$ cat src/rtl/fb_cmd_if.sv
// Byte-stream input and framebuffer write-port bundle for fb_cmd_ctrl.
// master = decoder/test side, slave = the command controller.
interface fb_cmd_if #(
  parameter int ADDR_W = 16,
  parameter int DATA_W = 8
);
  logic              in_valid;
  logic [DATA_W-1:0] in_data;
  logic              in_ready;
  logic              frame_end;
  logic              wr_en;
  logic [ADDR_W-1:0] wr_addr;
  logic [DATA_W-1:0] wr_data;
  logic              busy;
  logic              err;

  modport master (
    output in_valid, in_data, frame_end,
    input  in_ready, wr_en, wr_addr, wr_data, busy, err
  );

  modport slave (
    input  in_valid, in_data, frame_end,
    output in_ready, wr_en, wr_addr, wr_data, busy, err
  );
endinterface

$ cat src/rtl/fb_cmd_ctrl.sv
// Framebuffer command sequencer: parses decoded COBS bytes into
// set-address / data / fill / clear commands and is the sole owner of the
// framebuffer write port. All outputs are registered; a byte accepted on
// edge N shows up as a write in the cycle right after that edge.
module fb_cmd_ctrl #(
  parameter int ADDR_W = 16,
  parameter int DATA_W = 8
) (
  input  logic     clk,
  input  logic     rst,
  fb_cmd_if.slave  bus
);

  typedef enum logic [3:0] {
    S_MODE, S_DATA, S_ADDR_LO, S_ADDR_HI, S_FILL_COL, S_FILL_CLO,
    S_FILL_CHI, S_FILL_RUN, S_CLR_COL, S_CLR_RUN, S_DISCARD
  } state_t;

  state_t              state, state_n;
  logic [ADDR_W-1:0]   waddr, waddr_n;
  logic [ADDR_W-1:0]   cnt, cnt_n;      // writes still owed after the current one
  logic [DATA_W-1:0]   col, col_n;
  logic [DATA_W-1:0]   lo, lo_n;        // low byte held until the high byte arrives
  logic                we_q, we_n;
  logic [ADDR_W-1:0]   wa_q, wa_n;
  logic [DATA_W-1:0]   wd_q, wd_n;
  logic                err_q, err_n;
  logic                busy_q, busy_n;
  logic                rdy_q, rdy_n;
  logic                acc;
  logic [2*DATA_W-1:0] pair;
  logic [ADDR_W-1:0]   pair_w;
  logic                run_st;

  assign acc    = bus.in_valid && rdy_q;
  assign pair   = {bus.in_data, lo};
  assign pair_w = ADDR_W'(pair);
  assign run_st = (state == S_FILL_RUN) || (state == S_CLR_RUN);

  // Next-state and next-output decode; frame_end resyncs every non-run state.
  always_comb begin
    state_n = state;
    waddr_n = waddr;
    cnt_n   = cnt;
    col_n   = col;
    lo_n    = lo;
    we_n    = 1'b0;
    wa_n    = wa_q;
    wd_n    = wd_q;
    err_n   = 1'b0;
    if (!run_st && bus.frame_end) begin
      state_n = S_MODE;
    end else begin
      case (state)
        S_MODE: if (acc) begin
          case (bus.in_data)
            DATA_W'(1): state_n = S_DATA;
            DATA_W'(2): state_n = S_ADDR_LO;
            DATA_W'(3): state_n = S_FILL_COL;
            DATA_W'(4): state_n = S_CLR_COL;
            default: begin
              state_n = S_DISCARD;
              err_n   = 1'b1;
            end
          endcase
        end
        S_DATA: if (acc) begin
          we_n    = 1'b1;
          wa_n    = waddr;
          wd_n    = bus.in_data;
          waddr_n = waddr + ADDR_W'(1);
        end
        S_ADDR_LO: if (acc) begin
          lo_n    = bus.in_data;
          state_n = S_ADDR_HI;
        end
        S_ADDR_HI: if (acc) begin
          waddr_n = pair_w;
          state_n = S_MODE;
        end
        S_FILL_COL: if (acc) begin
          col_n   = bus.in_data;
          state_n = S_FILL_CLO;
        end
        S_FILL_CLO: if (acc) begin
          lo_n    = bus.in_data;
          state_n = S_FILL_CHI;
        end
        // First fill write is issued on the same edge that takes count_hi.
        S_FILL_CHI: if (acc) begin
          if (pair_w == '0) begin
            state_n = S_MODE;
          end else begin
            we_n    = 1'b1;
            wa_n    = waddr;
            wd_n    = col;
            waddr_n = waddr + ADDR_W'(1);
            cnt_n   = pair_w - ADDR_W'(1);
            state_n = S_FILL_RUN;
          end
        end
        S_FILL_RUN: begin
          if (cnt == '0) begin
            state_n = S_MODE;
          end else begin
            we_n    = 1'b1;
            wa_n    = waddr;
            wd_n    = col;
            waddr_n = waddr + ADDR_W'(1);
            cnt_n   = cnt - ADDR_W'(1);
          end
        end
        // Clear writes address 0 on the colour edge, then walks up until wrap.
        S_CLR_COL: if (acc) begin
          col_n   = bus.in_data;
          we_n    = 1'b1;
          wa_n    = '0;
          wd_n    = bus.in_data;
          waddr_n = ADDR_W'(1);
          state_n = S_CLR_RUN;
        end
        S_CLR_RUN: begin
          if (waddr == '0) begin
            state_n = S_MODE;
          end else begin
            we_n    = 1'b1;
            wa_n    = waddr;
            wd_n    = col;
            waddr_n = waddr + ADDR_W'(1);
          end
        end
        S_DISCARD: ;
        default: state_n = S_MODE;
      endcase
    end
    busy_n = (state_n == S_FILL_RUN) || (state_n == S_CLR_RUN);
    rdy_n  = !busy_n;
  end

  // State register.
  always_ff @(posedge clk or negedge rst) begin
    if (!rst) state <= S_MODE;
    else      state <= state_n;
  end

  // Datapath and registered outputs.
  always_ff @(posedge clk or negedge rst) begin
    if (!rst) begin
      waddr  <= '0;
      cnt    <= '0;
      col    <= '0;
      lo     <= '0;
      we_q   <= 1'b0;
      wa_q   <= '0;
      wd_q   <= '0;
      err_q  <= 1'b0;
      busy_q <= 1'b0;
      rdy_q  <= 1'b0;
    end else begin
      waddr  <= waddr_n;
      cnt    <= cnt_n;
      col    <= col_n;
      lo     <= lo_n;
      we_q   <= we_n;
      wa_q   <= wa_n;
      wd_q   <= wd_n;
      err_q  <= err_n;
      busy_q <= busy_n;
      rdy_q  <= rdy_n;
    end
  end

  assign bus.in_ready = rdy_q;
  assign bus.wr_en    = we_q;
  assign bus.wr_addr  = wa_q;
  assign bus.wr_data  = wd_q;
  assign bus.busy     = busy_q;
  assign bus.err      = err_q;

endmodule

$ cat src/flat_wrapper.sv
// flat-port wrapper written by rule: the top's interface ports become plain ports
module fb_cmd_ctrl_flat 
#(
  parameter int ADDR_W = 16,
  parameter int DATA_W = 8
)
  (clk, rst, bus_in_valid, bus_in_data, bus_frame_end, bus_in_ready, bus_wr_en, bus_wr_addr, bus_wr_data, bus_busy, bus_err);
  fb_cmd_if #(.ADDR_W(ADDR_W), .DATA_W(DATA_W)) bus_i ();
  input  logic clk;
  input  logic rst;
  input wire logic [$bits(bus_i.in_valid)-1:0] bus_in_valid;
  input wire logic [$bits(bus_i.in_data)-1:0] bus_in_data;
  input wire logic [$bits(bus_i.frame_end)-1:0] bus_frame_end;
  output wire logic [$bits(bus_i.in_ready)-1:0] bus_in_ready;
  output wire logic [$bits(bus_i.wr_en)-1:0] bus_wr_en;
  output wire logic [$bits(bus_i.wr_addr)-1:0] bus_wr_addr;
  output wire logic [$bits(bus_i.wr_data)-1:0] bus_wr_data;
  output wire logic [$bits(bus_i.busy)-1:0] bus_busy;
  output wire logic [$bits(bus_i.err)-1:0] bus_err;
  assign bus_i.in_valid = bus_in_valid;
  assign bus_i.in_data = bus_in_data;
  assign bus_i.frame_end = bus_frame_end;
  assign bus_in_ready = bus_i.in_ready;
  assign bus_wr_en = bus_i.wr_en;
  assign bus_wr_addr = bus_i.wr_addr;
  assign bus_wr_data = bus_i.wr_data;
  assign bus_busy = bus_i.busy;
  assign bus_err = bus_i.err;
  fb_cmd_ctrl #(.ADDR_W(ADDR_W), .DATA_W(DATA_W)) u_core (.clk(clk), .rst(rst), .bus(bus_i));
endmodule
$ cat config.mk
export PLATFORM = sky130hd
export DESIGN_NAME = fb_cmd_ctrl_flat
export DESIGN_NICKNAME = d
export VERILOG_FILES = /design/src/rtl/fb_cmd_if.sv /design/src/rtl/fb_cmd_ctrl.sv /design/src/flat_wrapper.sv
export SDC_FILE = /design/constraint.sdc
export NUM_CORES = 1
export LEC_CHECK = 0
export ABC_AREA = 1
export BUFFER_PORTS_ARGS = -buffer_cell sky130_fd_sc_hd__buf_2
export CAP_MARGIN = 0
export CORE_MARGIN = 5
export CORE_UTILIZATION = 45
export CTS_BUF_LIST = sky130_fd_sc_hd__clkbuf_8
export DETAILED_ROUTE_END_ITERATION = 8
export PLACE_DENSITY = 0.66
export SLEW_MARGIN = 20
export SYNTH_ARGS = -nofsm -noshare
export SYNTH_HDL_FRONTEND = slang
export SYNTH_SLANG_ARGS = --single-unit
$ cat constraint.sdc
create_clock -name clk -period 2.2 [get_ports clk]
set_clock_uncertainty 0.15 [all_clocks]
set_input_delay 0 -clock clk [delete_from_list [all_inputs] [get_ports clk]]
set_output_delay 0 -clock clk [all_outputs]
set_load 0.01 [all_outputs]
==> flow_summary.ini <==
[sta]
max_slew.worst_pin.slew_ps = 542
slew_violations = 0
finalSetupViolations = 0
min_period_ps = 2100
fmaxAchievable_ghz = 0.477
max_slew_margin_pct = 63.9
fin_tns_setup_ps = 0
hold-worst-slack_ps = -2.27
grt_setup_unrepaired = yes
setup_slack_ps = 102
hold_violations = 2
fin_crit_sh_pct = 95.3

[pwr]
p_leak_nw = 2.95
vdd_drop_max_uv = 512
power_density_mw_per_mm2 = 1220

[route]
vias = 4913
drc = 0
first_pass_iters = 5
finalWirelength_um = 13900
routed_via_density = 5.19
drt_first_iter_violations = 491
wire_per_inst_um = 14.6
postRouteAntennaNets = 0

[synth]
synth_top_cell_area_share_pct = 40.4
synthCells = 737
yosysWarningCount = 0
syn_area_mm2 = 0.00495
synth_cell_type_count = 33
yosys.area.top_type = dfrtp_1
ys_seq_area_share_pct = 40.4
syn_avg_cell_area_um2 = 6.72
synthTopCellsByArea = dfrtp_1 40%, nand2_1 22%, o21ai_0 6.4%
synth_nets = 752
synth_seq_cells = 80

[clock_tree]
cts_buffer_depth = 2
root_buffer = clkbuf_8
clkTransAtPathRegs_ps = 90
clock-sinks = 80
cts_made_buffers = 9
htree_levels = 3
cts_tree = done
post_cts_buffers = 0
clock_latency_ps = 370

[placement]
dpl.hpwl_um = 10400
gp_congestion = 0.941
numPortBuffers = 39
dp_slack_ps = 26.9

[global_routing]
antenna_found_initial = 0
grt-ovfl-total = 0
grt_pass1_wl_um = 22900
grt_max_degree = 50
grt_pass1_vias = 4588
gr-usage-all-layers_pct = 21.9

[floorplanning]
die_h_um = 115
rows = 38
die_x_um = 115
start_util_pct = 45.9
num_io_pins = 40
fp.coreArea_mm2 = 0.0108
die_area_mm2 = 0.0132

[worst_setup_path]
critPathCaptureType = flop
r2r-end = u_core.waddr[4]
cp_num_cells = 11
r2r_cells = 11
crit_type = reg -> reg
critPathRequiredTime_ps = 2310
critPathMaxFanout = 24
worst_ep_arrival_time_ps = 2200
r2r-start = u_core.state[3]
path_cells = inv_1, nand2_2, nor2_1, inv_2, nand3_1, o21ai_2, nor2_4, nand2_2, buf_12, nand2_1, o21ai_2
r2r_setup_slack_ps = 100
critPathMaxStageDelay_ps = 450
cpLargestDelayFamily = simple AND/OR/NAND/NOR gates
cp_slowest_cell = dfrtp_2
start_kind = flop
cp.buffers_inverters = 3

[status]
outcome = complete, but fails checks
violations = hold timing

[cells_and_area]
final_nets = 817
drive_gt1_share_pct = 15.9
final_common_cell = nand2_1
antennaDiodeCount = 0
fillerInstances = 1055
final_cell_mix = 283 x nand2_1, 79 x dfrtp_1, 74 x nor2_1
area_growth_pct = 17.0

[flow_run]
drv_cap = 0

[hold_path]
hold_path.class = in -> async
[registers in the layout (all words and copies together) (netlist names)]
| name | cells |
|---|---|
| u_core.bus.wr_addr | 16 |
| u_core.cnt | 16 |
| u_core.waddr | 16 |
| u_core.bus.wr_data | 8 |
| u_core.col | 8 |
| u_core.lo | 8 |
| u_core.state | 4 |
| u_core.bus.busy | 1 |
| u_core.bus.err | 1 |
| u_core.bus.in_ready | 1 |
| u_core.bus.wr_en | 1 |
[cell usage after synthesis, drive strengths merged]
master and instances:
nand2 292, nor2 89, o21ai 87, dfrtp 80, inv 69, nand3 54
buf 13, a21oi 11, clkbuf 8, nand4 8, xor2 7, nor3 5
a22oi 4, ha 3, a2bb2oi 1, a32oi 1, clkinv 1, nand3b 1
o22ai 1, o32ai 1, xnor2 1
[layer usage]
metal,vias to the layer above,wire length [um],track usage (%),share of wire (%)
met1,2241,6180,29.6,45
met5,-,0,0,0
li1,2468,-,-,-
met3,34,899,3.32,6.5
met2,170,6390,35.1,46
met4,0,386,9.47,2.8
[report_power, final]
part	switching [mW]	total, mW	leakage (nW)	internal (mW)
sequential	0.406	2.44	1.04	2.03
combinational	2.25	3.49	1.81	1.24
clock	0.584	1.14	0.0989	0.559
total	3.24	7.07	2.95	3.82
[layout make-up]
class	count	area [um^2]	share of cell area, %
Multi-Input combinational cell	566	2610	45.1
Clock buffer	10	138	2.37
Inverter	70	270	4.66
Timing Repair Buffer	75	531	9.15
Sequential cell	80	2000	34.6
Tap cell	140	175	3.02
Clock inverter	6	67.6	1.17
[timing repair]
item                       in CTS  in global routing
hold endpoints to repair      106                  0
hold buffers                   10                  0
setup endpoints to repair       1                 46
pin swaps                       0                  1
gates resized for setup         1                 16
[cell families (layout without fill, tap and decap cells)]
kind of cell	count (synthesis)	count (layout)	synth area share, %
AND/OR/NAND/NOR	449	449	37.6
buffers and inverters	91	161	8.03
XOR/XNOR	8	8	1.41
AO/OA/AOI/OAI	106	106	11.8
adder cells (fa/ha/maj)	3	3	0.758
flip-flops	80	80	40.4
[worst max-delay path by stage]
stage                    startpoint         endpoint  slack (ps)
finish              u_core.state[3]  u_core.waddr[4]         100
CTS                 u_core.state[1]    u_core.cnt[8]          -5
detailed placement  u_core.state[1]   u_core.cnt[14]          30
global placement    u_core.state[1]    u_core.cnt[8]         120
global route        u_core.state[1]    u_core.cnt[6]         -10
floorplan           u_core.state[0]    u_core.cnt[8]         220
[through the flow]
stage	area [um^2]	cells	total power, mW	hold WS, ps	utilization, %
floorplan	4950	737	4.70	-446	-
global placement	5430	921	5.76	-133	50.3
detailed placement	5430	921	5.81	-132	50.3
CTS	5740	947	7.00	6.39	53.2
global route	5800	947	7.72	42.2	53.7
finish	5800	947	7.07	-2.27	53.7
No activity file was read; power rests on OpenSTA's default activity.
